File: config.mk
export PLATFORM = sky130hd
export DESIGN_NAME = tipi_xfer_ctrl_flat
export DESIGN_NICKNAME = d
export VERILOG_FILES = /design/src/rtl/tipi_xfer_ctrl_if.sv /design/src/rtl/tipi_xfer_ctrl.sv /design/src/flat_wrapper.sv
export SDC_FILE = /design/constraint.sdc
export NUM_CORES = 1
export LEC_CHECK = 0
export BUFFER_PORTS_ARGS = -buffer_cell sky130_fd_sc_hd__buf_2
export CAP_MARGIN = 20
export CORE_MARGIN = 3
export CORE_UTILIZATION = 30
export CTS_CLUSTER_DIAMETER = 50
export CTS_CLUSTER_SIZE = 10
export DETAILED_ROUTE_END_ITERATION = 16
export SLEW_MARGIN = 25
export SYNTH_ARGS = -nofsm -noshare
export SYNTH_HDL_FRONTEND = slang
export SYNTH_SLANG_ARGS = --single-unit
File: constraint.sdc
create_clock -name clk -period 3.7 [get_ports clk]
set_input_delay 0.555 -clock clk [delete_from_list [all_inputs] [get_ports clk]]
set_output_delay 0.555 -clock clk [all_outputs]
set_load 0.02 [all_outputs]
File: src/rtl/tipi_xfer_ctrl_if.sv
// TI bus / RPi handshake signal bundle for the TIPI transfer controller.
// The slave modport is the controller view; master is the bus/RPi side.
interface tipi_xfer_ctrl_if;
    logic [0:15] ti_a;      // bit 0 is the MSB (TI numbering)
    logic [0:7]  ti_data;   // bit 0 is the MSB (TI numbering)
    logic        ti_memen;
    logic        ti_we;
    logic        dev_en;
    logic        rpi_ack;
    logic [7:0]  rpi_d;
    logic [7:0]  rpi_s;
    logic        rpi_req;
    logic        busy;
    logic        overrun;
    logic        timeout;

    modport slave (
        input  ti_a, ti_data, ti_memen, ti_we, dev_en, rpi_ack,
        output rpi_d, rpi_s, rpi_req, busy, overrun, timeout
    );

    modport master (
        output ti_a, ti_data, ti_memen, ti_we, dev_en, rpi_ack,
        input  rpi_d, rpi_s, rpi_req, busy, overrun, timeout
    );
endinterface

File: src/rtl/tipi_xfer_ctrl.sv
// TIPI TI->RPi transfer controller: synchronises TI bus strobes, latches data and
// control bytes, and runs a four-phase req/ack handshake per control write with
// overrun, timeout and abort tracking.
module tipi_xfer_ctrl #(
    parameter int unsigned SYNC_STAGES = 2,
    parameter logic [15:0] DATA_ADDR   = 16'h5fff,
    parameter logic [15:0] CTRL_ADDR   = 16'h5ffd,
    parameter int unsigned TIMEOUT_CYC = 1000000
) (
    input logic             clk,
    input logic             rst,
    tipi_xfer_ctrl_if.slave bus
);

    localparam int unsigned CNT_W = $clog2(TIMEOUT_CYC + 1);
    localparam logic [CNT_W-1:0] CNT_LAST = CNT_W'(TIMEOUT_CYC - 1);

    typedef enum logic [1:0] {StIdle, StReq, StRelease} state_e;

    state_e             state_q, state_d;
    logic [CNT_W-1:0]   cnt_q, cnt_d;
    logic [7:0]         rpi_d_q, rpi_d_d;
    logic [7:0]         rpi_s_q, rpi_s_d;
    logic               rpi_req_q, rpi_req_d;
    logic               overrun_q, overrun_d;
    logic               timeout_q, timeout_d;

    logic [SYNC_STAGES-1:0] we_sync_q, memen_sync_q, ack_sync_q;
    logic                   we_prev_q;
    logic [15:0]            a_q;
    logic [7:0]             data_q;

    logic sync_we, sync_memen, sync_ack;
    logic we_fall, write_valid, cnt_last;

    assign sync_we    = we_sync_q[SYNC_STAGES-1];
    assign sync_memen = memen_sync_q[SYNC_STAGES-1];
    assign sync_ack   = ack_sync_q[SYNC_STAGES-1];

    assign we_fall     = we_prev_q && !sync_we;
    assign write_valid = we_fall && bus.dev_en && !sync_memen;
    assign cnt_last    = (cnt_q == CNT_LAST);

    // Strobe synchronisers and free-running bus capture; strobes idle inactive after reset.
    always_ff @(posedge clk or posedge rst) begin
        if (rst) begin
            we_sync_q    <= '1;
            memen_sync_q <= '1;
            ack_sync_q   <= '0;
            we_prev_q    <= 1'b1;
            a_q          <= '0;
            data_q       <= '0;
        end else begin
            we_sync_q    <= {we_sync_q[SYNC_STAGES-2:0], bus.ti_we};
            memen_sync_q <= {memen_sync_q[SYNC_STAGES-2:0], bus.ti_memen};
            ack_sync_q   <= {ack_sync_q[SYNC_STAGES-2:0], bus.rpi_ack};
            we_prev_q    <= sync_we;
            a_q          <= bus.ti_a;
            data_q       <= bus.ti_data;
        end
    end

    // FSM state register.
    always_ff @(posedge clk or posedge rst) begin
        if (rst) begin
            state_q <= StIdle;
        end else begin
            state_q <= state_d;
        end
    end

    // Next state, latch updates, sticky flags and phase counter.
    always_comb begin
        state_d   = state_q;
        rpi_d_d   = rpi_d_q;
        rpi_s_d   = rpi_s_q;
        overrun_d = overrun_q;
        timeout_d = timeout_q;

        unique case (state_q)
            StIdle: begin
                if (write_valid) begin
                    if (a_q == DATA_ADDR) begin
                        rpi_d_d = data_q;
                    end else if (a_q == CTRL_ADDR) begin
                        rpi_s_d = data_q;
                        state_d = StReq;
                    end
                end
            end
            StReq: begin
                if (!bus.dev_en) begin
                    state_d = StIdle;
                end else if (sync_ack) begin
                    state_d = StRelease;
                end else if (cnt_last) begin
                    timeout_d = 1'b1;
                    state_d   = StIdle;
                end
            end
            StRelease: begin
                if (!bus.dev_en) begin
                    state_d = StIdle;
                end else if (!sync_ack) begin
                    state_d = StIdle;
                end else if (cnt_last) begin
                    timeout_d = 1'b1;
                    state_d   = StIdle;
                end
            end
            default: state_d = StIdle;
        endcase

        // Any valid write outside IDLE is dropped, including one on the final RELEASE cycle.
        if (state_q != StIdle && write_valid) begin
            overrun_d = 1'b1;
        end

        // Disabling the device clears the sticky flags, overriding any set this cycle.
        if (!bus.dev_en) begin
            overrun_d = 1'b0;
            timeout_d = 1'b0;
        end

        // Counter restarts on every state change and saturates rather than wrapping.
        if (state_d != state_q || state_q == StIdle) begin
            cnt_d = '0;
        end else if (cnt_last) begin
            cnt_d = cnt_q;
        end else begin
            cnt_d = cnt_q + CNT_W'(1);
        end

        // Registered request; gating with dev_en drops it on the abort edge itself.
        rpi_req_d = (state_q == StReq) && bus.dev_en;
    end

    // Datapath and output registers.
    always_ff @(posedge clk or posedge rst) begin
        if (rst) begin
            cnt_q     <= '0;
            rpi_d_q   <= '0;
            rpi_s_q   <= '0;
            rpi_req_q <= 1'b0;
            overrun_q <= 1'b0;
            timeout_q <= 1'b0;
        end else begin
            cnt_q     <= cnt_d;
            rpi_d_q   <= rpi_d_d;
            rpi_s_q   <= rpi_s_d;
            rpi_req_q <= rpi_req_d;
            overrun_q <= overrun_d;
            timeout_q <= timeout_d;
        end
    end

    assign bus.rpi_d   = rpi_d_q;
    assign bus.rpi_s   = rpi_s_q;
    assign bus.rpi_req = rpi_req_q;
    assign bus.busy    = (state_q != StIdle);
    assign bus.overrun = overrun_q;
    assign bus.timeout = timeout_q;

endmodule

File: src/flat_wrapper.sv
// flat-port wrapper written by rule: the top's interface ports become plain ports
module tipi_xfer_ctrl_flat 
#(
    parameter int unsigned SYNC_STAGES = 2,
    parameter logic [15:0] DATA_ADDR   = 16'h5fff,
    parameter logic [15:0] CTRL_ADDR   = 16'h5ffd,
    parameter int unsigned TIMEOUT_CYC = 1000000
)
  (clk, rst, bus_ti_a, bus_ti_data, bus_ti_memen, bus_ti_we, bus_dev_en, bus_rpi_ack, bus_rpi_d, bus_rpi_s, bus_rpi_req, bus_busy, bus_overrun, bus_timeout);
  tipi_xfer_ctrl_if bus_i ();
  input logic clk;
  input logic rst;
  input wire logic [$bits(bus_i.ti_a)-1:0] bus_ti_a;
  input wire logic [$bits(bus_i.ti_data)-1:0] bus_ti_data;
  input wire logic [$bits(bus_i.ti_memen)-1:0] bus_ti_memen;
  input wire logic [$bits(bus_i.ti_we)-1:0] bus_ti_we;
  input wire logic [$bits(bus_i.dev_en)-1:0] bus_dev_en;
  input wire logic [$bits(bus_i.rpi_ack)-1:0] bus_rpi_ack;
  output wire logic [$bits(bus_i.rpi_d)-1:0] bus_rpi_d;
  output wire logic [$bits(bus_i.rpi_s)-1:0] bus_rpi_s;
  output wire logic [$bits(bus_i.rpi_req)-1:0] bus_rpi_req;
  output wire logic [$bits(bus_i.busy)-1:0] bus_busy;
  output wire logic [$bits(bus_i.overrun)-1:0] bus_overrun;
  output wire logic [$bits(bus_i.timeout)-1:0] bus_timeout;
  assign bus_i.ti_a = bus_ti_a;
  assign bus_i.ti_data = bus_ti_data;
  assign bus_i.ti_memen = bus_ti_memen;
  assign bus_i.ti_we = bus_ti_we;
  assign bus_i.dev_en = bus_dev_en;
  assign bus_i.rpi_ack = bus_rpi_ack;
  assign bus_rpi_d = bus_i.rpi_d;
  assign bus_rpi_s = bus_i.rpi_s;
  assign bus_rpi_req = bus_i.rpi_req;
  assign bus_busy = bus_i.busy;
  assign bus_overrun = bus_i.overrun;
  assign bus_timeout = bus_i.timeout;
  tipi_xfer_ctrl #(.SYNC_STAGES(SYNC_STAGES), .DATA_ADDR(DATA_ADDR), .CTRL_ADDR(CTRL_ADDR), .TIMEOUT_CYC(TIMEOUT_CYC)) u_core (.clk(clk), .rst(rst), .bus(bus_i));
endmodule
==> results of run 1 <==
## worst paths after layout
check                                startpoint  depth (start not counted)                      to  slack [ps]
max in group asynchronous                   rst                          3  u_core.memen_sync_q[1]        2690
max                           u_core.state_q[0]                          5     u_core.bus.rpi_d[1]        1640
min in group clk                      bus_ti_we                          1     u_core.we_sync_q[0]         310
min reg2reg                u_core.ack_sync_q[0]                          0    u_core.ack_sync_q[1]         360
max reg2reg                   u_core.state_q[0]                          5     u_core.bus.rpi_d[1]        1640
min                                         rst                          2     u_core.bus.rpi_d[7]         220
## state kept, by name (all words and copies together) (netlist names), 8 cells and up
register and count:
u_core.a_q 16, u_core.cnt_q 20, u_core.data_q 8, u_core.bus.rpi_s 8
u_core.bus.rpi_d 8
## cell families (layout without fill, tap and decap cells)
| logic type | Yosys count | count (layout) |
|---|---|---|
| multiplexers | 16 | 16 |
| adder cells (fa/ha/maj) | 1 | 1 |
| AO/OA/AOI/OAI | 22 | 22 |
| flip-flops | 72 | 72 |
| AND/OR/NAND/NOR | 65 | 65 |
| buffers and inverters | 11 | 74 |
| XOR/XNOR | 11 | 11 |
## worst max-delay path: stages (launching register included)
cell     delay, ps
dfrtp_1        440
nor2_2         150
inv_2           40
or3_4          390
or3_1          530
mux2_4         370
## cells in the mapped netlist (2+ instances only)
cell      count
dfrtp_1      67
nor2_1       14
nand2_1      10
a21oi_1       8
mux2_2        8
mux2_4        8
or3_1         8
xor2_1        8
inv_1         6
nand3_1       6
dfstp_2       5
nand4_1       5
o21ai_0       5
and4_1        4
o31ai_1       3
or4_1         3
xnor2_1       3
buf_2         2
nand4b_1      2
## power groups by stage
stage | registers [uW] | clock network, uW | logic (uW)
6_report | 813 | 699 | 34.9
5_1_grt | 815 | 759 | 41.7
4_1_cts | 813 | 730 | 37.4
3_5_place_dp | 828 | 0 | 37.3
3_3_place_gp | 828 | 0 | 35.9
2_1_floorplan | 826 | 0 | 14.0
## layer usage
metal	wire length [um]	track usage	vias up	part of all wire
met5	0	0	-	0
met2	2240	0.155	49	0.44
met3	335	0.0358	13	0.066
met1	2360	0.136	790	0.46
met4	150	0.0644	0	0.030
li1	-	-	812	-
## layout make-up
class	instances	area, um^2
timing repair buffer	51	260
tap	108	135
clock inverter	7	103
multi-input combinational	115	865
sequential	72	1810
inverter	7	26.3
clock buffer	9	124
fill	853	5440
## through the flow
| stage | power (uW) | util |
|---|---|---|
| finish | 1550 | 0.379 |
| global route | 1620 | 0.379 |
| CTS | 1580 | 0.379 |
| detailed placement | 866 | 0.353 |
| global placement | 864 | 0.353 |
| floorplan | 840 | - |
==> reports/metrics.cfg, run 1 <==
[clock_tree]
cts_setup_buffers=0
cts.repair.resized=0
cts.htree.levels=3
clk_latency_ps=350
hold_buffers=0
cts_tree=built
cts_buffer_depth=2
cts_buffers=9
cts-root-buf=clkbuf_8
cts.sinks=72
cts.clk_slew.worst_paths_ps=80

[yosys]
ys_ff_latch=72
syn_area_um2=2720
synth_edf_count=0
synth_ff_type=dfrtp_1
synth_top_family_by_area=simple AND/OR/NAND/NOR gates
synthesis.nets=229
ys_types=42
synth_compound_area_frac=0.0574
synthTopCellsByArea=dfrtp_1 (62%), dfstp_2 (4.8%), mux2_4 (4.4%), mux2_2 (3.3%), xor2_1 (2.6%)
synthAdderAreaFrac=0.00459
avgSynthCellArea_um2=13.8
synth_top_area_share=0.616
yosys_warnings=0
synthXorXnorAreaFrac=0.0354
postSynthCellCount=198
yosysTopAreaCell=dfrtp_1
synthArstFlopShare=1.00
synthMuxAreaShare=0.0772
synthSimpleGateAreaFrac=0.143
synth.yosys.seq_area_share=0.664

[layout]
area_delta_synth_final_pct=21.9
layout-drive-gt1-share=0.379
final_common_cell=dfrtp_1
final_cell_mix=dfrtp_1 (67), buf_2 (49), nor2_1 (14)
stdcell_area_um2=3320
fin_cells=369
final_nets=287
antenna_cells=0

[global_routing]
grt_usage=0.106
antenna_found_initial=0
grt_pass1_wl_mm=8.28
gr-total-overflow=0
grt_pass1_vias=1708
grt_max_degree=31

[flow_run]
max-cap-violations=0

[sta]
setup_viol=0
hold_slack_ps=218
slew_headroom=0.520
finalCriticalPeriod_ps=2060
clock_skew_ps=9.87
period_share=0.557
rsz0062_at_grt=false
max_clock_freq_ghz=0.485
setup_tns_ps=0
drv_slew=0
finalHoldViolCount=0
tightest_slew_ps=720
layout_setup_ws_ps=1640

[power_and_ir_drop]
power.density_nw_per_um2=466
pwr-share-comb=0.023
p_sw_frac=0.219
internal_power_uw=1210
leakage_uw=0.00156
vdd_drop_max_mv=0.307
p_clk_frac=0.452
seqPwrFrac=0.525
p_sw_uw=339

[drt]
routed_wl_mm=5.08
vias_per_cell=4.51
ant_nets=0
vias=1664
first_pass_iters=4
drt-initial-drc-count=57
drcViolationCount=0
wl_per_cell_um=13.8

[worst_hold_path]
hold_path_class=in2async

[critical_path]
arrival_ps=2290
critPathKind=reg2reg
end_kind=register
path_max_fanout=8
start_kind=register
cp.required_ps=3930

[placed_design]
place_congestion=0.723
io_buffers=49
place_area_um2=3090
place_ws_ps=1410
dp.cells=353
dp_hpwl_mm=3.59

[die]
core_area_um2=8760
initial_core_util=0.311
die-area_um2=10300
rows=34
die_h_um=101
io_pins=50
die-width_um=101

[outcome]
status=completed

No activity file was read; power rests on OpenSTA's default activity.
==> run 2, diff against run 1 <==
Settings changed: ABC_AREA set to 1.
Clock period 3.7 ns to 1.9 ns, I/O delays scaled along.
==> run 2 against run 1 <==
  * Worst hold slack worse by 200 ps
  * Sequential cell count unchanged
  * Largest power group unchanged
  * Sequential share of layout area is 2.4 points lower
  * Critical endpoint is now u_core.cnt_q[19]
  * Via count is 24% higher
==> reports/metrics.cfg, run 2 <==
[global_routing]
grt_pass1_vias=2016  ; +18%
antenna_found_initial=0  ; unchanged
grt_pass1_wl_mm=9.37  ; +13%
grt_usage=0.107  ; +0.000929
grt_max_degree=37  ; +19%
gr-total-overflow=0  ; unchanged

[critical_path]
r2r.worst_path.cells=7  ; +2
critPathKind=reg2reg
arrival_ps=1840  ; -450 ps
end_kind=register
start_kind=register
r2r_start=u_core.cnt_q[0]
max_stage_delay_ps=460  ; -70 ps
cp.required_ps=2130  ; -1800 ps
crit_start=u_core.cnt_q[0]
cpMaxStageDelayCell=dfrtp_1
path_cells=ha_1 > nand3_2 > nor2_2 > nand3_2 > o21ai_2 > buf_12 > nor2_1
path_max_fanout=20  ; +12
crit_top_cell=nand3_2

[clock_tree]
cts_setup_buffers=0  ; unchanged
hold_buffers=0  ; unchanged
cts.sinks=72  ; unchanged
cts.repair.resized=0  ; unchanged
cts-root-buf=clkbuf_8
cts.clk_slew.worst_paths_ps=80  ; about the same
clk_latency_ps=340  ; about the same
cts_buffer_depth=2  ; unchanged
cts_buffers=9  ; unchanged
cts.htree.levels=3  ; unchanged
cts_tree=built

[die]
rows=35  ; +2.9%
die_h_um=104  ; +2.6%
die-width_um=104  ; +2.6%
io_pins=50  ; unchanged
die-area_um2=10800  ; +5.3%
core_area_um2=9280  ; +5.9%
initial_core_util=0.310  ; -0.000849

[power_and_ir_drop]
vdd_drop_max_mv=0.467  ; +52%
power.density_nw_per_um2=802  ; +72%
leakage_uw=0.00163  ; +4.4%

[worst_hold_path]
hold_path_class=in2async

[yosys]
synthArstFlopShare=1.00  ; unchanged
synth_edf_count=0  ; unchanged
yosys_warnings=0  ; unchanged
synth_top_family_by_area=simple AND/OR/NAND/NOR gates
postSynthCellCount=288  ; +45%
ys_types=25  ; -40%
synthXorXnorAreaFrac=0.0396  ; +0.00420
synth_top_area_share=0.583  ; -0.0329
avgSynthCellArea_um2=9.99  ; -27%
synth_compound_area_frac=0.0174  ; -0.0400
synth.most_common_cell=nand2_1
synthMuxAreaShare=0  ; -0.0772
synthAdderAreaFrac=0.00435  ; -0.000246
synthTopCellsByArea=dfrtp_1 (58%), nand2_1 (9.9%), nor2_1 (6.9%), nand3_1 (5.0%), dfstp_2 (4.6%)
synth_ff_type=dfrtp_1
synthSimpleGateAreaFrac=0.269  ; +0.126
syn_area_um2=2880  ; +5.6%
ys_ff_latch=72  ; unchanged
synthTopCellsByCount=nand2_1 (76), dfrtp_1 (67), nor2_1 (53)
synth.yosys.seq_area_share=0.628  ; -0.0355
yosysTopAreaCell=dfrtp_1
synthesis.nets=319  ; +39%

[sta]
finalCriticalPeriod_ps=1610  ; -446 ps
max_clock_freq_ghz=0.619  ; +28%
drv_slew=0  ; unchanged
hold_slack_ps=19.1  ; -199 ps
period_share=0.850  ; +0.293
slew_headroom=0.583  ; +0.0627
tightest_slew_ps=625  ; -95.4 ps
clock_skew_ps=8.21  ; -1.67 ps
rsz0062_at_grt=false
setup_tns_ps=0  ; unchanged
setup_viol=0  ; unchanged
finalHoldViolCount=0  ; unchanged

[placed_design]
place_area_um2=3280  ; +6.0%
dp_hpwl_mm=4.01  ; +12%
io_buffers=49  ; unchanged
place_congestion=0.827  ; +14%

[layout]
antenna_cells=0  ; unchanged
largest_register_ffs=20  ; unchanged
final_common_cell=nand2_1
stdcell_area_um2=3470  ; +4.6%
final_cell_mix=nand2_1 (76), dfrtp_1 (67), nor2_1 (53)
layout-drive-gt1-share=0.255  ; -0.124
top_register=u_core.cnt_q
utilization=0.374  ; -0.00494
area_delta_synth_final_pct=20.7
final_nets=379  ; +32%
top_regs=u_core.cnt_q x20, u_core.a_q x16

[drt]
ant_nets=0  ; unchanged
first_pass_iters=4  ; unchanged
routed_wl_mm=5.46  ; +7.5%
vias=2069  ; +24%
drt-initial-drc-count=94  ; +65%
vias_per_cell=4.29  ; -4.8%
drcViolationCount=0  ; unchanged
wl_per_cell_um=11.3  ; -18%

[outcome]
status=completed

[flow_run]
max-cap-violations=0  ; unchanged

run 2: layout make-up:
type	count	area, um^2
Inverter	15	60.1
Clock buffer	11	151
Fill cell	958	5810
Tap cell	129	161
Timing Repair Buffer	53	300
Clock inverter	5	40.0
Sequential cell	72	1810
Multi-Input combinational cell	197	951
run 2: final timing paths:
check	to	slack, ps
max reg2reg	u_core.cnt_q[19]	290
max	u_core.cnt_q[19]	290
max in group asynchronous	u_core.bus.rpi_s[6]	1310
min	u_core.a_q[14]	20
min reg2reg	u_core.ack_sync_q[1]	360
min in group clk	u_core.memen_sync_q[0]	40
run 2: report_power, final:
part	total, uW	switching, uW	internal [uW]
clock network	1130	578	551
logic	72.4	43.5	28.9
registers	1580	13.0	1570
total	2780	635	2150
run 2: kinds of logic (layout without fill, tap and decap cells):
logic type | Yosys count | in the layout
flip-flops | 72 | 72
XOR/XNOR | 13 | 13
AO/OA/AOI/OAI | 8 | 8
adder cells (fa/ha/maj) | 1 | 1
AND/OR/NAND/NOR | 175 | 175
buffers and inverters | 19 | 84
run 2: metal layers:
| metal | part of all wire | vias to the layer above | GRT usage |
|---|---|---|---|
| met2 | 0.48 | 46 | 0.165 |
| li1 | - | 1034 | - |
| met1 | 0.45 | 981 | 0.138 |
| met5 | 0 | - | 0 |
| met3 | 0.057 | 8 | 0.0397 |
| met4 | 0.014 | 0 | 0.0408 |
run 2: metrics by stage:
step | setup WS, ps | instances | total power, uW
floorplan | 470 | 288 | 1640
finish | 286 | 482 | 2780
global route | 136 | 482 | 2900
CTS | 277 | 482 | 2830
global placement | 346 | 466 | 1690
detailed placement | 295 | 466 | 1690
run 2: critical path, delay by kind of cell (launching register included):
kind            cells  cell delay (ps)
fa+ha+maj           1              280
compound gates      1              100
buf+inv             1              180
simple gates        4              490
flops               1              460
